===== config.mk =====
export PLATFORM = sky130hd
export DESIGN_NAME = instr_register_sched
export DESIGN_NICKNAME = d
export VERILOG_FILES = /design/src/rtl/instr_register_sched.sv
export SDC_FILE = /design/constraint.sdc
export NUM_CORES = 1
export LEC_CHECK = 0
export CORE_MARGIN = 2
export CORE_UTILIZATION = 25
export CTS_BUF_LIST = sky130_fd_sc_hd__clkbuf_2
export DETAILED_ROUTE_END_ITERATION = 16
export PLACE_DENSITY = 0.64
export SLEW_MARGIN = 20
export SYNTH_ARGS = -nofsm -noshare
export SYNTH_HDL_FRONTEND = slang
export SYNTH_SLANG_ARGS = --single-unit

===== constraint.sdc =====
create_clock -name clk -period 2.5 [get_ports clk]
set_clock_uncertainty 0.05 [all_clocks]
set_input_delay 0.5 -clock clk [delete_from_list [all_inputs] [get_ports clk]]
set_output_delay 0.5 -clock clk [all_outputs]
set_load 0.1 [all_outputs]

===== src/rtl/instr_register_sched.sv =====
// Instruction register scheduler: clears the external register, then queues pushed instructions
// and prefetches the head into a registered output stage.
package instr_register_sched_pkg;
    typedef enum logic [3:0] {ZERO, PASSA, PASSB, ADD, SUB, MULT, DIV, MOD} opcode_t;
    typedef logic signed [15:0] operand_t;
    typedef logic signed [31:0] result_t;
    typedef logic [4:0]         address_t;

    typedef struct packed {
        opcode_t  opc;
        operand_t op_a;
        operand_t op_b;
        result_t  rez_t;
    } instruction_t;
endpackage

module instr_register_sched
    import instr_register_sched_pkg::*;
#(
    parameter int unsigned AFULL_LEVEL = 28,
    parameter int unsigned DEPTH       = 2 ** $bits(address_t)
) (
    input  logic         clk,
    input  logic         reset_n,
    input  logic         in_valid,
    output logic         in_ready,
    input  opcode_t      in_opcode,
    input  operand_t     in_operand_a,
    input  operand_t     in_operand_b,
    input  logic         flush,
    output logic         load_en,
    output address_t     write_pointer,
    output opcode_t      opcode,
    output operand_t     operand_a,
    output operand_t     operand_b,
    output address_t     read_pointer,
    input  instruction_t instruction_word,
    output logic         out_valid,
    input  logic         out_ready,
    output instruction_t out_instruction,
    output logic [5:0]   count,
    output logic         empty,
    output logic         afull,
    output logic         busy
);

    typedef enum logic [1:0] {StClear, StRun, StFlush} state_e;

    state_e       state_q, state_d;
    address_t     clr_idx_q, clr_idx_d;
    address_t     head_q, head_d;
    address_t     tail_q, tail_d;
    logic [5:0]   count_q, count_d;
    logic         out_valid_q, out_valid_d;
    instruction_t out_instr_q, out_instr_d;

    logic push, prefetch, pop;

    always_comb begin
        state_d       = state_q;
        clr_idx_d     = clr_idx_q;
        head_d        = head_q;
        tail_d        = tail_q;
        count_d       = count_q;
        out_valid_d   = out_valid_q;
        out_instr_d   = out_instr_q;
        in_ready      = 1'b0;
        load_en       = 1'b0;
        write_pointer = tail_q;
        opcode        = in_opcode;
        operand_a     = in_operand_a;
        operand_b     = in_operand_b;
        push          = 1'b0;
        prefetch      = 1'b0;
        pop           = 1'b0;

        unique case (state_q)
            StClear: begin
                load_en       = 1'b1;
                write_pointer = clr_idx_q;
                opcode        = ZERO;
                operand_a     = '0;
                operand_b     = '0;
                clr_idx_d     = clr_idx_q + 5'd1;
                if (clr_idx_q == address_t'(DEPTH - 1)) begin
                    state_d = StRun;
                end
            end
            StRun: begin
                if (flush) begin
                    // Discard everything; the pending push/pop on this edge is dropped.
                    state_d     = StFlush;
                    head_d      = '0;
                    tail_d      = '0;
                    count_d     = '0;
                    out_valid_d = 1'b0;
                    clr_idx_d   = '0;
                end else begin
                    in_ready = (count_q < 6'(DEPTH));
                    push     = in_valid && in_ready;
                    prefetch = (count_q != 6'd0) && (!out_valid_q || out_ready);
                    pop      = out_valid_q && out_ready;
                    load_en  = push;

                    if (push) begin
                        tail_d = tail_q + 5'd1;
                    end
                    // Head slot was written on an earlier edge, so the read data is settled.
                    if (prefetch) begin
                        out_instr_d = instruction_word;
                        head_d      = head_q + 5'd1;
                        out_valid_d = 1'b1;
                    end else if (pop) begin
                        out_valid_d = 1'b0;
                    end

                    if (push && !prefetch) begin
                        count_d = count_q + 6'd1;
                    end else if (prefetch && !push) begin
                        count_d = count_q - 6'd1;
                    end
                end
            end
            StFlush: begin
                state_d = StClear;
            end
            default: begin
                state_d = StClear;
            end
        endcase
    end

    always_ff @(posedge clk or negedge reset_n) begin
        if (!reset_n) begin
            state_q     <= StClear;
            clr_idx_q   <= '0;
            head_q      <= '0;
            tail_q      <= '0;
            count_q     <= '0;
            out_valid_q <= 1'b0;
            out_instr_q <= '0;
        end else begin
            state_q     <= state_d;
            clr_idx_q   <= clr_idx_d;
            head_q      <= head_d;
            tail_q      <= tail_d;
            count_q     <= count_d;
            out_valid_q <= out_valid_d;
            out_instr_q <= out_instr_d;
        end
    end

    assign read_pointer    = head_q;
    assign out_valid       = out_valid_q;
    assign out_instruction = out_instr_q;
    assign count           = count_q;
    assign empty           = (count_q == 6'd0) && !out_valid_q;
    assign afull           = (32'(count_q) >= AFULL_LEVEL);
    assign busy            = (state_q != StRun);

endmodule

Yosys cells after proc, flatten, opt, wreduce, memory -nomap -nowiden
Index checks and enable logic that the tools add are counted.
Widths: inputs -> output; s select.
{ "totals": {"reg_bits": 92, "elab_cells": 71} }
{ "op_classes": {"n_addsub": 5, "n_lt_le_gt_ge": 2, "eq_ne": 5, "n_mux": 23, "n_bitwise": 1, "n_reduce_logical": 25} }
{ "ops": {"columns": ["op", "count"], "rows": [
  ["$mux 16", 2],
  ["$mux 5", 6],
  ["$mux 6", 3],
  ["$add 5x1->5 const B", 3],
  ["$reduce_and 2->1", 6],
  ["$pmux 5 s2", 1],
  ["$add 6x1->6 const B", 1],
  ["$ge 6x5->1 const B", 1],
  ["$logic_and 1x1->1", 6],
  ["$logic_not 6->1", 1],
  ["$lt 6x6->1 const B", 1],
  ["$mux 1", 6],
  ["$reduce_bool 2->1", 3],
  ["$reduce_bool 3->1", 2],
  ["$reduce_bool 6->1", 1],
  ["$sub 6x1->6 const B", 1],
  ["$eq 5x5->1 const B", 1],
  ["$mux 2", 2],
  ["$mux 4", 1],
  ["$ne 2x2->1 const B", 2],
  ["$pmux 2 s2", 1],
  ["$logic_not 1->1", 3],
  ["$reduce_and 3->1", 1],
  ["$eq 2x1->1 const B", 1],
  ["other kinds (5)", 5]
]} }

Logic depth before layout (Yosys ltp)
Gate-level depths: netlist (run 1).
{ "logic_depth": {"word_depth": 7, "depth_mapped": 10, "ltp_nobuf": 10} }

Worst setup path before layout (run 1)
OpenSTA, ideal clock, no wires.
{ "synth_path": {"path_kind": "register to output", "startpoint": "register state_q[1]", "endpoint": "output port in_ready", "t_arrival_ns": 3.551, "t_required_ns": 1.950, "path_slack_ns": -1.601, "stages_incl_launch_ff": 5, "n_path_buf": 1, "cell_sequence": "dfrtp_1 and2b_1 inv_2 clkbuf_1 nor3_1"} }
{ "synth_between": {"elab_chain_len": 2} }
{ "synth_lines": {"columns": ["item", "line", "rtl"], "rows": [
  ["start, declared", "49", "state_e state_q, state_d;"],
  ["start signal, assigned", "135", "state_q <= StClear;"],
  ["start signal, assigned", "143", "state_q <= state_d;"],
  ["$eq 2x1->1", "77", "unique case (state_q)"],
  ["$mux 1", "77", null],
  ["end, declared", "26", "output logic in_ready,"]
]} }
Every way passes these cells.

Worst setup path after layout (run 1)
{ "layout_path": {"startpoint": "register count_q[3], in the netlist count[3]", "endpoint": "output port empty"} }
{ "layout_between": {"elab_chain_len": 2} }
{ "layout_lines": {"columns": ["item", "line", "rtl"], "rows": [
  ["start, declared", "53", "logic [5:0] count_q, count_d;"],
  ["start signal, assigned", "147", "count_q <= count_d;"],
  ["$logic_not 6->1", "157", "assign empty = (count_q == 6'd0) && !out_valid_q;"],
  ["$logic_and 1x1->1", "157", null],
  ["end, declared", "42", "output logic empty,"]
]} }
Every way passes these cells.

==> run summary, run 1 <==
Average footprint of a synthesized cell: 12.7 um2. The die is 135 um tall. The worst-case clock buffer depth is 2.

The tools report the launching element type of the critical path as a register. The min-delay analysis places its worst path in the category in2async. The startpoint of the worst-slack reg-to-reg timing path is count[3]$_DFFE_PN0P_. For the final routed database, the setup TNS stands at -172 ps. The die covers 0.0181 mm2. The run finished, with violations left.

The tools report the count of endpoints failing setup in the final report as 6. The run gives 3806 as the via count. The final critical-path required period came out at 2560 ps. TritonCTS built the clock tree. The count of state elements after synthesis is 92, and the final-layout fill cell count is 1445. The capturing point of the worst reg2reg path was count[5]$_DFFE_PN0P_. The headroom to the max-slew limit was 69.5%.

The critical path starts at count[3]$_DFFE_PN0P_. The count of final hold-check violations is 0, and the measured slew at the worst slew-check pin is 458 ps. The final layout contains 733 nets. The sequential element share of the synthesized area was 54.0%; the number of distinct library cell variants in the gate-level netlist after synthesis was 41. The number of cell rows came out at 47. In this run the remaining antenna-violating nets after routing total 0.

The library cell used most frequently in the layout, excluding fill and tap cells, is sky130_fd_sc_hd__clkdlybuf4s50_1. The worst setup path is of the reg2out kind. The I/O pin count came out at 235.

The weighted congestion reported at the end of routability-driven placement was 0.847; the synthesis-to-finish area growth was 92.4%. Summed over all nets, the half-perimeter wirelength after detailed placement is 9.72 mm. For the via count of the first global-routing pass, the log shows 4121. Of all nets on the critical path, the largest fanout is 2. Endpoint required time on the critical path: 1950 ps. For the TritonCTS buffer count, the log shows 9. The critical path's slowest cell was sky130_fd_sc_hd__dfrtp_4. Walking the worst path, the cells encountered are buf_6, nor4_4, nand2_2, nor2_4, buf_12.

Summed instance area of the synthesized netlist: 0.00426 mm2. The first global-routing pass estimated 21.3 mm of wire. STA classifies the critical path endpoint as an output pin. Setup repair after global routing could not meet its margin everywhere. The starting density of the core was 25.6%; the final worst-path setup slack was -58.1 ps. The routed wirelength normalized by instance count is 16.4 um, and the total of max-cap violations is 0. 0 antenna diodes ended up in the layout.

Buffers placed on the I/O ports in this run total 234. The total number of yosys warnings is 0. The checks that failed: negative setup slack.

The number of detailed-routing iterations run before antenna repair was 4. The clock slew seen by the registers of the worst setup and hold paths is 250 ps, and the instance count of the mapped netlist is 336. Summed over all layers, the global routing overflow is 0. Across all hold checks on the routed design, the worst slack comes to 295 ps. The largest net degree at the start of global routing is 44. The H-tree generated during clock tree synthesis spans 3 levels. The tools report the clock network latency to the later pin of the worst-skew pair as 590 ps.

The critical path ends at empty. The final critical path takes up 102% of the cycle. In the routed layout, each cell is associated on average with a via count of 4.53. The net count after synthesis is 454, and the final-report max-slew violation count is 0. The highest cell delay on the worst timing path is 540 ps.

The proportion of layout cells with a drive suffix above 1 is 52.7%. The tree is rooted in a sky130_fd_sc_hd__clkbuf_2. The fmax was 391 MHz. In the layout the commonest cells are sky130_fd_sc_hd__clkdlybuf4s50_1, sky130_fd_sc_hd__buf_4, sky130_fd_sc_hd__dfrtp_1. The die span in x is 135 um, and the core outline area is 0.0166 mm2. The setup check on the worst reg-to-reg path leaves a slack of -20 ps. The clock sink total is 92, and the logic depth of the worst register-to-register path is 9. For the number of antenna violations at the first check in global routing, the log shows 0.

Global routing consumed, over all layers together, 15.0% of the routing resources. The initial DRC count was 89; the arrival time reported for the critical path endpoint was 2010 ps. Wires add up to 13.8 mm. After detailed routing, the number of remaining DRC violations is 0.
[final cells by class]
| cell class | count | area [um2] | area share [%] |
|---|---|---|---|
| timing repair buffer | 283 | 3230 | 39.4 |
| clock buffer | 10 | 50.0 | 0.610 |
| multi-input combinational | 222 | 2220 | 27.1 |
| tap | 220 | 275 | 3.36 |
| clock inverter | 6 | 72.6 | 0.885 |
| sequential | 92 | 2320 | 28.3 |
| inverter | 7 | 31.3 | 0.381 |
[layer usage]
layer	track usage, %	part of all wire, %	up-vias
li1	-	-	1740
met2	26.9	52	188
met5	0	0	-
met4	6.78	1.8	0
met1	16.1	37	1862
met3	5.03	8.8	16
[worst max-delay path: cells and delay by family (launching register included)]
family                 cells  cell delay (ps)
buffers and inverters      2              310
flip-flops                 1              540
AND/OR/NAND/NOR            3              570
[cell families (layout without fill, tap and decap cells)]
family          Yosys count  count (layout)  share of synthesized area [%]
simple gates             85              85                           11.9
mux                      79              79                           20.9
xor+xnor                  5               5                           1.03
flops                    92              92                           54.0
fa+ha+maj                 9               9                           2.82
buf+inv                  22             306                           2.52
compound gates           44              44                           6.84
[sequential cells by signal, indices dropped and copies added, names as in the netlist]
name,cells
tail_q,5
read_pointer,5
out_instruction,68
clr_idx_q,5
out_valid,1
count,6
state_q,2
[Yosys cell counts]
| cell | n | area (um2) |
|---|---|---|
| sky130_fd_sc_hd__a211oi_1 | 1 | 7.51 |
| sky130_fd_sc_hd__o21ai_0 | 16 | 80.1 |
| sky130_fd_sc_hd__nor4_2 | 1 | 12.5 |
| sky130_fd_sc_hd__and3_1 | 1 | 6.26 |
| sky130_fd_sc_hd__o21ai_1 | 1 | 5.00 |
| sky130_fd_sc_hd__xor2_1 | 1 | 8.76 |
| sky130_fd_sc_hd__a21oi_1 | 10 | 50.1 |
| sky130_fd_sc_hd__ha_1 | 8 | 100 |
| sky130_fd_sc_hd__a31o_2 | 2 | 17.5 |
| sky130_fd_sc_hd__o41ai_1 | 1 | 8.76 |
| sky130_fd_sc_hd__xnor2_1 | 4 | 35.0 |
| sky130_fd_sc_hd__dfrtp_1 | 92 | 2300 |
| sky130_fd_sc_hd__buf_2 | 2 | 10.0 |
| sky130_fd_sc_hd__nor2b_1 | 39 | 244 |
| sky130_fd_sc_hd__a22o_1 | 5 | 43.8 |
| sky130_fd_sc_hd__mux2_4 | 1 | 15.0 |
| sky130_fd_sc_hd__nand3_1 | 5 | 25.0 |
| sky130_fd_sc_hd__a21o_1 | 2 | 15.0 |
| sky130_fd_sc_hd__mux2_1 | 9 | 101 |
| sky130_fd_sc_hd__or2_2 | 1 | 6.26 |
| sky130_fd_sc_hd__a32o_1 | 1 | 10.0 |
| sky130_fd_sc_hd__and2_1 | 2 | 12.5 |
| sky130_fd_sc_hd__o21bai_1 | 1 | 7.51 |
| sky130_fd_sc_hd__nor3_1 | 4 | 20.0 |
| sky130_fd_sc_hd__nand4_1 | 2 | 12.5 |
| sky130_fd_sc_hd__mux2i_1 | 3 | 30.0 |
| sky130_fd_sc_hd__mux2_2 | 66 | 743 |
| sky130_fd_sc_hd__a21boi_0 | 1 | 7.51 |
| sky130_fd_sc_hd__buf_4 | 6 | 45.0 |
| sky130_fd_sc_hd__and2b_1 | 2 | 15.0 |
| sky130_fd_sc_hd__or4_1 | 1 | 7.51 |
| sky130_fd_sc_hd__nor2_1 | 9 | 33.8 |
| sky130_fd_sc_hd__clkbuf_1 | 7 | 26.3 |
| sky130_fd_sc_hd__nand2_1 | 12 | 45.0 |
| sky130_fd_sc_hd__inv_2 | 1 | 3.75 |
| sky130_fd_sc_hd__nand2b_1 | 4 | 25.0 |
| sky130_fd_sc_hd__o2bb2ai_1 | 1 | 8.76 |
| sky130_fd_sc_hd__a2111oi_2 | 2 | 30.0 |
| sky130_fd_sc_hd__fa_1 | 1 | 20.0 |
| sky130_fd_sc_hd__inv_1 | 6 | 22.5 |
| sky130_fd_sc_hd__nor4_4 | 2 | 42.5 |
[repair_timing]
item / 4_1_cts / 5_1_grt
setup endpoints to repair: 47 / 48
hold buffers: 1 / 0
hold endpoints to repair: 31 / 0
buffers inserted: 15 / 5
pin swaps: 7 / 8
gates cloned: 4 / 3
gates resized for setup: 72 / 42
[through the flow]
stage               instances  setup WS (ps)  area [um2]  utilization [%]
floorplan                 336           -182        4320                -
global placement          798          -75.7        7330             44.1
detailed placement        798           -160        7330             44.1
CTS                       834           -141        7980             47.9
global route              840           -194        8200             49.3
finish                    840          -58.1        8200             49.3
[worst min-delay path by stage]
stage,start,end,depth (start not counted)
after global routing,reset_n,out_instruction[22]$_DFFE_PN0P_,2
after global placement,out_instruction[62]$_DFFE_PN0P_,out_instruction[62]$_DFFE_PN0P_,1
final,reset_n,out_instruction[22]$_DFFE_PN0P_,2
after floorplan,reset_n,clr_idx_q[0]$_DFFE_PN0P_,0
after CTS,reset_n,out_instruction[22]$_DFFE_PN0P_,2
after detailed placement,out_instruction[60]$_DFFE_PN0P_,out_instruction[60]$_DFFE_PN0P_,1
Power of run 1 is left out: the tool's default activity adds up to more than one toggle a clock period on the data nets, which glitch-free logic cannot reach.
==> run 2: changes to the inputs <==
--- a/config.mk
+++ b/config.mk
@@ -5,11 +5,12 @@
 export SDC_FILE = /design/constraint.sdc
 export NUM_CORES = 1
 export LEC_CHECK = 0
+export CAP_MARGIN = 10
 export CORE_MARGIN = 2
-export CORE_UTILIZATION = 25
+export CORE_UTILIZATION = 36
 export CTS_BUF_LIST = sky130_fd_sc_hd__clkbuf_2
 export DETAILED_ROUTE_END_ITERATION = 16
-export PLACE_DENSITY = 0.64
+export PLACE_DENSITY = 0.84
 export SLEW_MARGIN = 20
 export SYNTH_ARGS = -nofsm -noshare
 export SYNTH_HDL_FRONTEND = slang
==> run 2 against run 1 <==
Effect of this change:
- the flow now finishes without violations
- utilization up 17 points
- worst hold slack better by 81 ps
- maximum frequency up 2.7%
- setup slack better by 68 ps
- highest routed layer unchanged
==> run summary, run 2 (synthesis results as in run 1) <==
The run finished with clean final reports. The tools report the flop-to-flop setup slack as 20 ps (+40 ps). The run gives 3 (unchanged) as the H-tree depth. Traced cell by cell, the critical path runs through buf_6, nor4_4, nand2_2, nor2_4, buf_12. The slowest stage of the critical path belongs to the cell sky130_fd_sc_hd__dfrtp_4. For the largest net degree at the start of global routing, the log shows 50 (+14%). The run gives 0 (-6) as the count of endpoints failing setup in the final report. Among cell families on the critical path, the largest total delay comes from simple AND/OR/NAND/NOR gates. The number of detailed-routing iterations run before antenna repair is 4 (unchanged), and the initial DRC count is 173 (+94%). The routed wire length was 12.4 mm (-10%). The tools report the TritonCTS buffer count as 9 (unchanged).

Count of final hold-check violations: 0 (unchanged). Overall die height: 113 um (-16%). In the layout the commonest cells are sky130_fd_sc_hd__buf_4, sky130_fd_sc_hd__clkdlybuf4s50_1, sky130_fd_sc_hd__dfrtp_1.

Final-report max-slew violation count: 0 (unchanged). The logs give 0.00232 mm2 (unchanged) for the sequential cell area and 0.0115 mm2 (-31%) for the core outline area. The run gives 3652 (-4.0%) as the via count.

The post-route antenna net violation count is 0 (unchanged), and the via count of the first global-routing pass is 3785 (-8.2%). The logs give 39 (-17%) for the number of cell rows and 6.83 mm (-5.2%) for the total length of routed met2 wires. The clock network latency to the later pin of the worst-skew pair was 550 ps (-40 ps); the clock sink total was 92 (unchanged).

The routed wirelength normalized by instance count came out at 16.5 um (+0.33%). The worst setup path endpoint was empty. The synthesis-to-finish area growth is 77.6%, and the portion of the clock cycle consumed by the worst path in the final layout is 99.6% (-2.7 points). The area of the multi-input gates was 0.00202 mm2 (-9.3%); the total number of nets in the final design was 723 (-1.4%). The number of antenna violations at the first check in global routing is 1 (+1). The number of cells on the critical path was 5 (unchanged); the global-route usage over all layers was 19.3% (+4.3 points). The tools report the worst setup path startpoint as count[3]$_DFFE_PN0P_. The total of max-cap violations was 0 (unchanged).

The fmax came out at 402 MHz (+2.7%). The HPWL reported at the end of detailed placement is 9.32 mm (-4.1%). The library cell used most frequently in the layout, excluding fill and tap cells, is sky130_fd_sc_hd__buf_4. The met3 wire length is 714 um (-41%). The endpoint identified for the worst register-to-register timing path is count[5]$_DFFE_PN0P_. For the total congestion overflow after global routing, the log shows 0 (unchanged). The worst setup path is captured at an output pin.

The logic depth of the worst register-to-register path works out to 9 (unchanged). The arrival time reported for the critical path endpoint was 1940 ps (-70 ps); the maximum net fanout on the critical path was 2 (unchanged). For the worst hold margin, the log shows 376 ps (+81.2 ps). For the weighted congestion reported at the end of routability-driven placement, the log shows 0.792 (-6.5%). Number of input and output port buffers inserted: 234 (unchanged). The tools report the cell at the root of the clock tree as sky130_fd_sc_hd__clkbuf_2.

The run gives 59.7% (-9.8 points) as the headroom to the max-slew limit. The kind of critical path is reg2out. The proportion of layout cells with a drive suffix above 1 was 47.5% (-5.2 points); the die span in x was 113 um (-16%). The endpoint required time on the critical path was 1950 ps (about the same); the final critical-path required period was 2490 ps (-67.6 ps). Highest routed metal layer: met4.

The startpoint identified for the worst register-to-register timing path is count[3]$_DFFE_PN0P_. The I/O pin count is 235 (unchanged), and the worst-case clock buffer depth is 2 (unchanged). The launching element type of the critical path was a register. The global-route wire length before repair came out at 19.4 mm (-8.9%). The ratio of routed vias to standard cells was 4.86 (+7.2%). The residual DRC count came out at 0 (unchanged). Measured slew at the worst slew-check pin: 604 ps (+146 ps). Number of flip-flops in the largest register: 68 (unchanged). The min-delay analysis places its worst path in the category in2async. The run gives 37.2% (+12 points) as the starting density of the core.

TritonCTS built the clock tree. The highest cell delay on the worst timing path is 530 ps (about the same), and the final-layout fill cell count is 843 (-42%). For the wire length on met1, the log shows 4.58 mm (-10%). The clock slew seen by the registers of the worst setup and hold paths was 270 ps (+20 ps). The number of buffer and inverter stages on the critical path was 2 (unchanged).

Setup repair after global routing could not meet its margin everywhere. For the area enclosed by the die boundary, the log shows 0.0127 mm2 (-30%).
-- run 2: area by class of cell --
| class | instances | area share, % |
|---|---|---|
| clock buffer | 9 | 0.595 |
| tap | 143 | 2.36 |
| timing repair buffer | 272 | 38.8 |
| antenna | 1 | 0.0331 |
| multi-input combinational | 223 | 26.6 |
| clock inverter | 5 | 0.512 |
| inverter | 7 | 0.446 |
| sequential | 92 | 30.6 |
-- run 2: worst reg2reg max path, cell delays in order (launching register included) --
cell and delay, ps:
sky130_fd_sc_hd__dfrtp_4 530, sky130_fd_sc_hd__or4_4 570, sky130_fd_sc_hd__o21ai_4 180, sky130_fd_sc_hd__nand2_4 110, sky130_fd_sc_hd__ha_4 230, sky130_fd_sc_hd__a211oi_2 180
sky130_fd_sc_hd__o21bai_1 110, sky130_fd_sc_hd__a21oi_2 170, sky130_fd_sc_hd__mux2i_1 200, sky130_fd_sc_hd__o2bb2ai_1 80
-- run 2: worst min path at each step --
| stage | start | cells past startpoint | endpoint | slack (ps) |
|---|---|---|---|---|
| final | reset_n | 2 | out_instruction[34]$_DFFE_PN0P_ | 380 |
| after detailed placement | out_instruction[12]$_DFFE_PN0P_ | 1 | out_instruction[12]$_DFFE_PN0P_ | 430 |
| after global placement | out_instruction[65]$_DFFE_PN0P_ | 1 | out_instruction[65]$_DFFE_PN0P_ | 420 |
| after floorplan | reset_n | 0 | clr_idx_q[0]$_DFFE_PN0P_ | 150 |
| after global routing | reset_n | 2 | out_instruction[20]$_DFFE_PN0P_ | 350 |
| after CTS | reset_n | 2 | out_instruction[32]$_DFFE_PN0P_ | 350 |
-- run 2: routing by layer --
metal  global-route usage (%)  vias to the layer above
met3                     5.14                       17
met4                     6.75                        0
li1                         -                     1718
met5                        0                        -
met1                     21.6                     1794
met2                     35.4                      123
-- run 2: stage by stage --
stage	setup WS (ps)	instance area, um2	instances	TNS, ps	util [%]
2_1_floorplan	-182	4320	336	-5870	-
3_3_place_gp	-42.9	7220	719	-102	62.9
3_5_place_dp	-146	7220	719	-374	62.9
4_1_cts	-80.8	7470	744	-157	65.2
5_1_grt	-122	7570	752	-325	66.0
6_report	9.56	7570	752	0	66.0
-- run 2: timing repair --
item	CTS	global route
endpoints found under the hold margin	45	0
gates cloned	0	1
setup endpoints to repair	46	39
resized for setup	20	17
pin swaps	9	8
buffers inserted	10	7
hold buffers	1	0
Power of run 2 is left out for the same reason.
==> run 3: changes to the inputs <==
--- a/config.mk
+++ b/config.mk
@@ -6,11 +6,11 @@
 export NUM_CORES = 1
 export LEC_CHECK = 0
 export CAP_MARGIN = 10
-export CORE_MARGIN = 2
 export CORE_UTILIZATION = 36
 export CTS_BUF_LIST = sky130_fd_sc_hd__clkbuf_2
 export DETAILED_ROUTE_END_ITERATION = 16
 export PLACE_DENSITY = 0.84
+export SETUP_SLACK_MARGIN = 0.15
 export SLEW_MARGIN = 20
 export SYNTH_ARGS = -nofsm -noshare
 export SYNTH_HDL_FRONTEND = slang
==> run 3 against run 2 <==
Effect of this change:
- the run now ends with negative setup slack left
- register-to-register slack got worse by 100 ps
- count of clock-buffer cells in the layout unchanged
- sequential share of layout area decreased by 3.0 points
- cell count increased by 3.5%
- setup slack got worse by 93 ps
- utilization increased by 7.2 points
- flip-flop and latch count unchanged
- die area decreased by 3.5%
- cell area increased by 11%
- routed wire length increased by 25%
- largest cell class unchanged
- highest routed layer unchanged
==> run summary, run 3 (synthesis results as in run 1) <==
The proportion of layout cells with a drive suffix above 1 works out to 55.0% (+7.4 points). The checks that failed: negative setup slack. Compared with the post-synthesis result, the final layout area differs by 97.1%.

The fmax is 387 MHz (-3.6%), and the final worst-path setup slack is -83.5 ps (-93.1 ps). For the weighted congestion reported at the end of routability-driven placement, the log shows 0.795 (+0.35%). For the global-route wire length before repair, the log shows 23.2 mm (+19%). The library cell used most frequently in the layout, excluding fill and tap cells, is sky130_fd_sc_hd__buf_4. The tools report the residual DRC count as 0 (unchanged).

The tools report the cell at the root of the clock tree as sky130_fd_sc_hd__clkbuf_2. Initial DRC count: 197 (+14%). The tools report the capturing point of the worst reg2reg path as count[5]$_DFFE_PN0P_. The placed cell count was 720 (+0.14%). The via count was 3912 (+7.1%); the overall die height was 111 um (-1.8%). The tools report the count of endpoints failing setup in the final report as 3 (+3).

The critical path capture point type was a register. The path class of the tightest hold or removal check is in2async. The logs give 0 (unchanged) for the final-report max-slew violation count and 15.4 mm (+25%) for the routed wire length. The total congestion overflow after global routing was 0 (unchanged). For the number of cell rows, the log shows 39 (unchanged). Starting density of the core: 37.2% (unchanged). Post-route antenna net violation count: 0 (unchanged).

Setup repair after global routing could not meet its margin everywhere. The run gives 9 (unchanged) as the TritonCTS buffer count. Leaving out fill and tap cells, the most frequent cells in the layout are sky130_fd_sc_hd__buf_4, sky130_fd_sc_hd__clkdlybuf4s50_1, sky130_fd_sc_hd__dfrtp_1. By startpoint and endpoint, the worst setup path is classified as reg2reg.

The maximum net fanout on the critical path was 5 (+3); the total of max-cap violations was 0 (unchanged). The ratio of routed vias to standard cells was 5.03 (+3.5%). The run gives 0 (unchanged) as the count of final hold-check violations.

The number of non-filler instances in the completed layout was 778 (+3.5%); the area enclosed by the die boundary was 0.0123 mm2 (-3.5%). The portion of the clock cycle consumed by the worst path in the final layout is 103% (+3.7 points). The H-tree depth came out at 3 (unchanged). The headroom to the max-slew limit was 68.2% (+8.5 points); the number of input and output port buffers inserted was 234 (unchanged). STA classifies the critical path startpoint as a register. The tools report the final-layout fill cell count as 703 (-17%). The tools report the I/O pin count as 235 (unchanged). The logic depth of the worst register-to-register path is 9 (unchanged), and the clock slew seen by the registers of the worst setup and hold paths is 250 ps (-20 ps). The clock network latency to the later pin of the worst-skew pair was 530 ps (-20 ps); the flop-to-flop setup slack was -80 ps (-100 ps). Number of detailed-routing iterations run before antenna repair: 4 (unchanged). The number of antenna violations at the first check in global routing came out at 0 (-1).

The arrival time reported for the critical path endpoint is 2990 ps (+1050 ps), and the diode insertion count for antenna repair is 0 (-1). The endpoint required time on the critical path was 2910 ps (+960 ps); the largest net degree at the start of global routing was 53 (+6.0%). The routed wirelength normalized by instance count came out at 19.8 um (+20%). TritonCTS built the clock tree.

The logs give 4272 (+13%) for the via count of the first global-routing pass and 2 (unchanged) for the worst-case clock buffer depth. The run finished, with violations left. For the total number of nets in the final design, the log shows 748 (+3.5%). The run gives 92 (unchanged) as the clock sink total.

The die span in x is 111 um (-1.8%), and the HPWL reported at the end of detailed placement is 9.12 mm (-2.1%). The final critical-path required period is 2580 ps (+93.1 ps). The number of flip-flops in the largest register is 68 (unchanged), and the core outline area is 0.0115 mm2 (unchanged). The global-route usage over all layers is 24.4% (+5.1 points), and the measured slew at the worst slew-check pin is 476 ps (-128 ps). In this run the critical register-to-register path is launched from count[3]$_DFFE_PN0P_.
## run 3: how the worst max path moves through the flow
stage / startpoint / to / slack (ps) / cells past startpoint
after floorplan: count[3]$_DFFE_PN0P_ / count[5]$_DFFE_PN0P_ / -180 / 9
after global placement: out_ready / count[5]$_DFFE_PN0P_ / -60 / 10
after detailed placement: out_ready / count[5]$_DFFE_PN0P_ / -220 / 10
after CTS: count[3]$_DFFE_PN0P_ / empty / -40 / 5
after global routing: count[3]$_DFFE_PN0P_ / count[4]$_DFFE_PN0P_ / -160 / 11
final: count[3]$_DFFE_PN0P_ / count[5]$_DFFE_PN0P_ / -80 / 9
## run 3: what timing repair did
item	in CTS	in global routing
setup buffers	23	11
setup endpoints to repair	49	50
gates resized for setup	116	31
gates cloned	7	0
endpoints found under the hold margin	24	0
hold buffers	1	0
pin swaps	12	10
## run 3: per-stage QoR
stage               hold slack [ps]  setup WS, ps  cell area (um2)  TNS (ps)  utilization, %
floorplan                       154          -182             4320     -5870               -
global placement                371         -64.3             7250      -147            63.2
detailed placement              381          -221             7250      -388            63.2
CTS                             232         -42.7             8200     -82.5            71.5
global route                    281          -163             8400     -2240            73.3
finish                          330         -83.5             8400      -151            73.3
## run 3: cell type report
class                   instances  area [um2]  area share [%]
clock inverters                 7        91.3            1.09
inverters                       7        31.3           0.372
clock buffers                   9        45.0           0.536
flip-flops and latches         92        2320            27.6
repair buffers                298        3420            40.7
well taps                     143         179            2.13
multi-input cells             222        2320            27.6
## run 3: layer usage
| layer | share of wire, % | routed length, um | GRT usage [%] | up-vias |
|---|---|---|---|---|
| met5 | 0 | 0 | 0 | - |
| met4 | 3.7 | 566 | 9.33 | 0 |
| met3 | 5.4 | 825 | 6.34 | 41 |
| met2 | 57 | 8810 | 47.6 | 183 |
| met1 | 34 | 5210 | 24.3 | 1913 |
| li1 | - | - | - | 1775 |
## run 3: worst max-delay path: stages (launching register included)
cell and delay (ps):
sky130_fd_sc_hd__dfrtp_4 540, sky130_fd_sc_hd__or4_4 580, sky130_fd_sc_hd__o21ai_4 190, sky130_fd_sc_hd__nand2_4 110
sky130_fd_sc_hd__ha_4 250, sky130_fd_sc_hd__a211oi_4 230, sky130_fd_sc_hd__o21bai_1 100, sky130_fd_sc_hd__a21oi_2 180
sky130_fd_sc_hd__mux2i_1 210, sky130_fd_sc_hd__o2bb2ai_1 70
Power of run 3 is left out for the same reason.
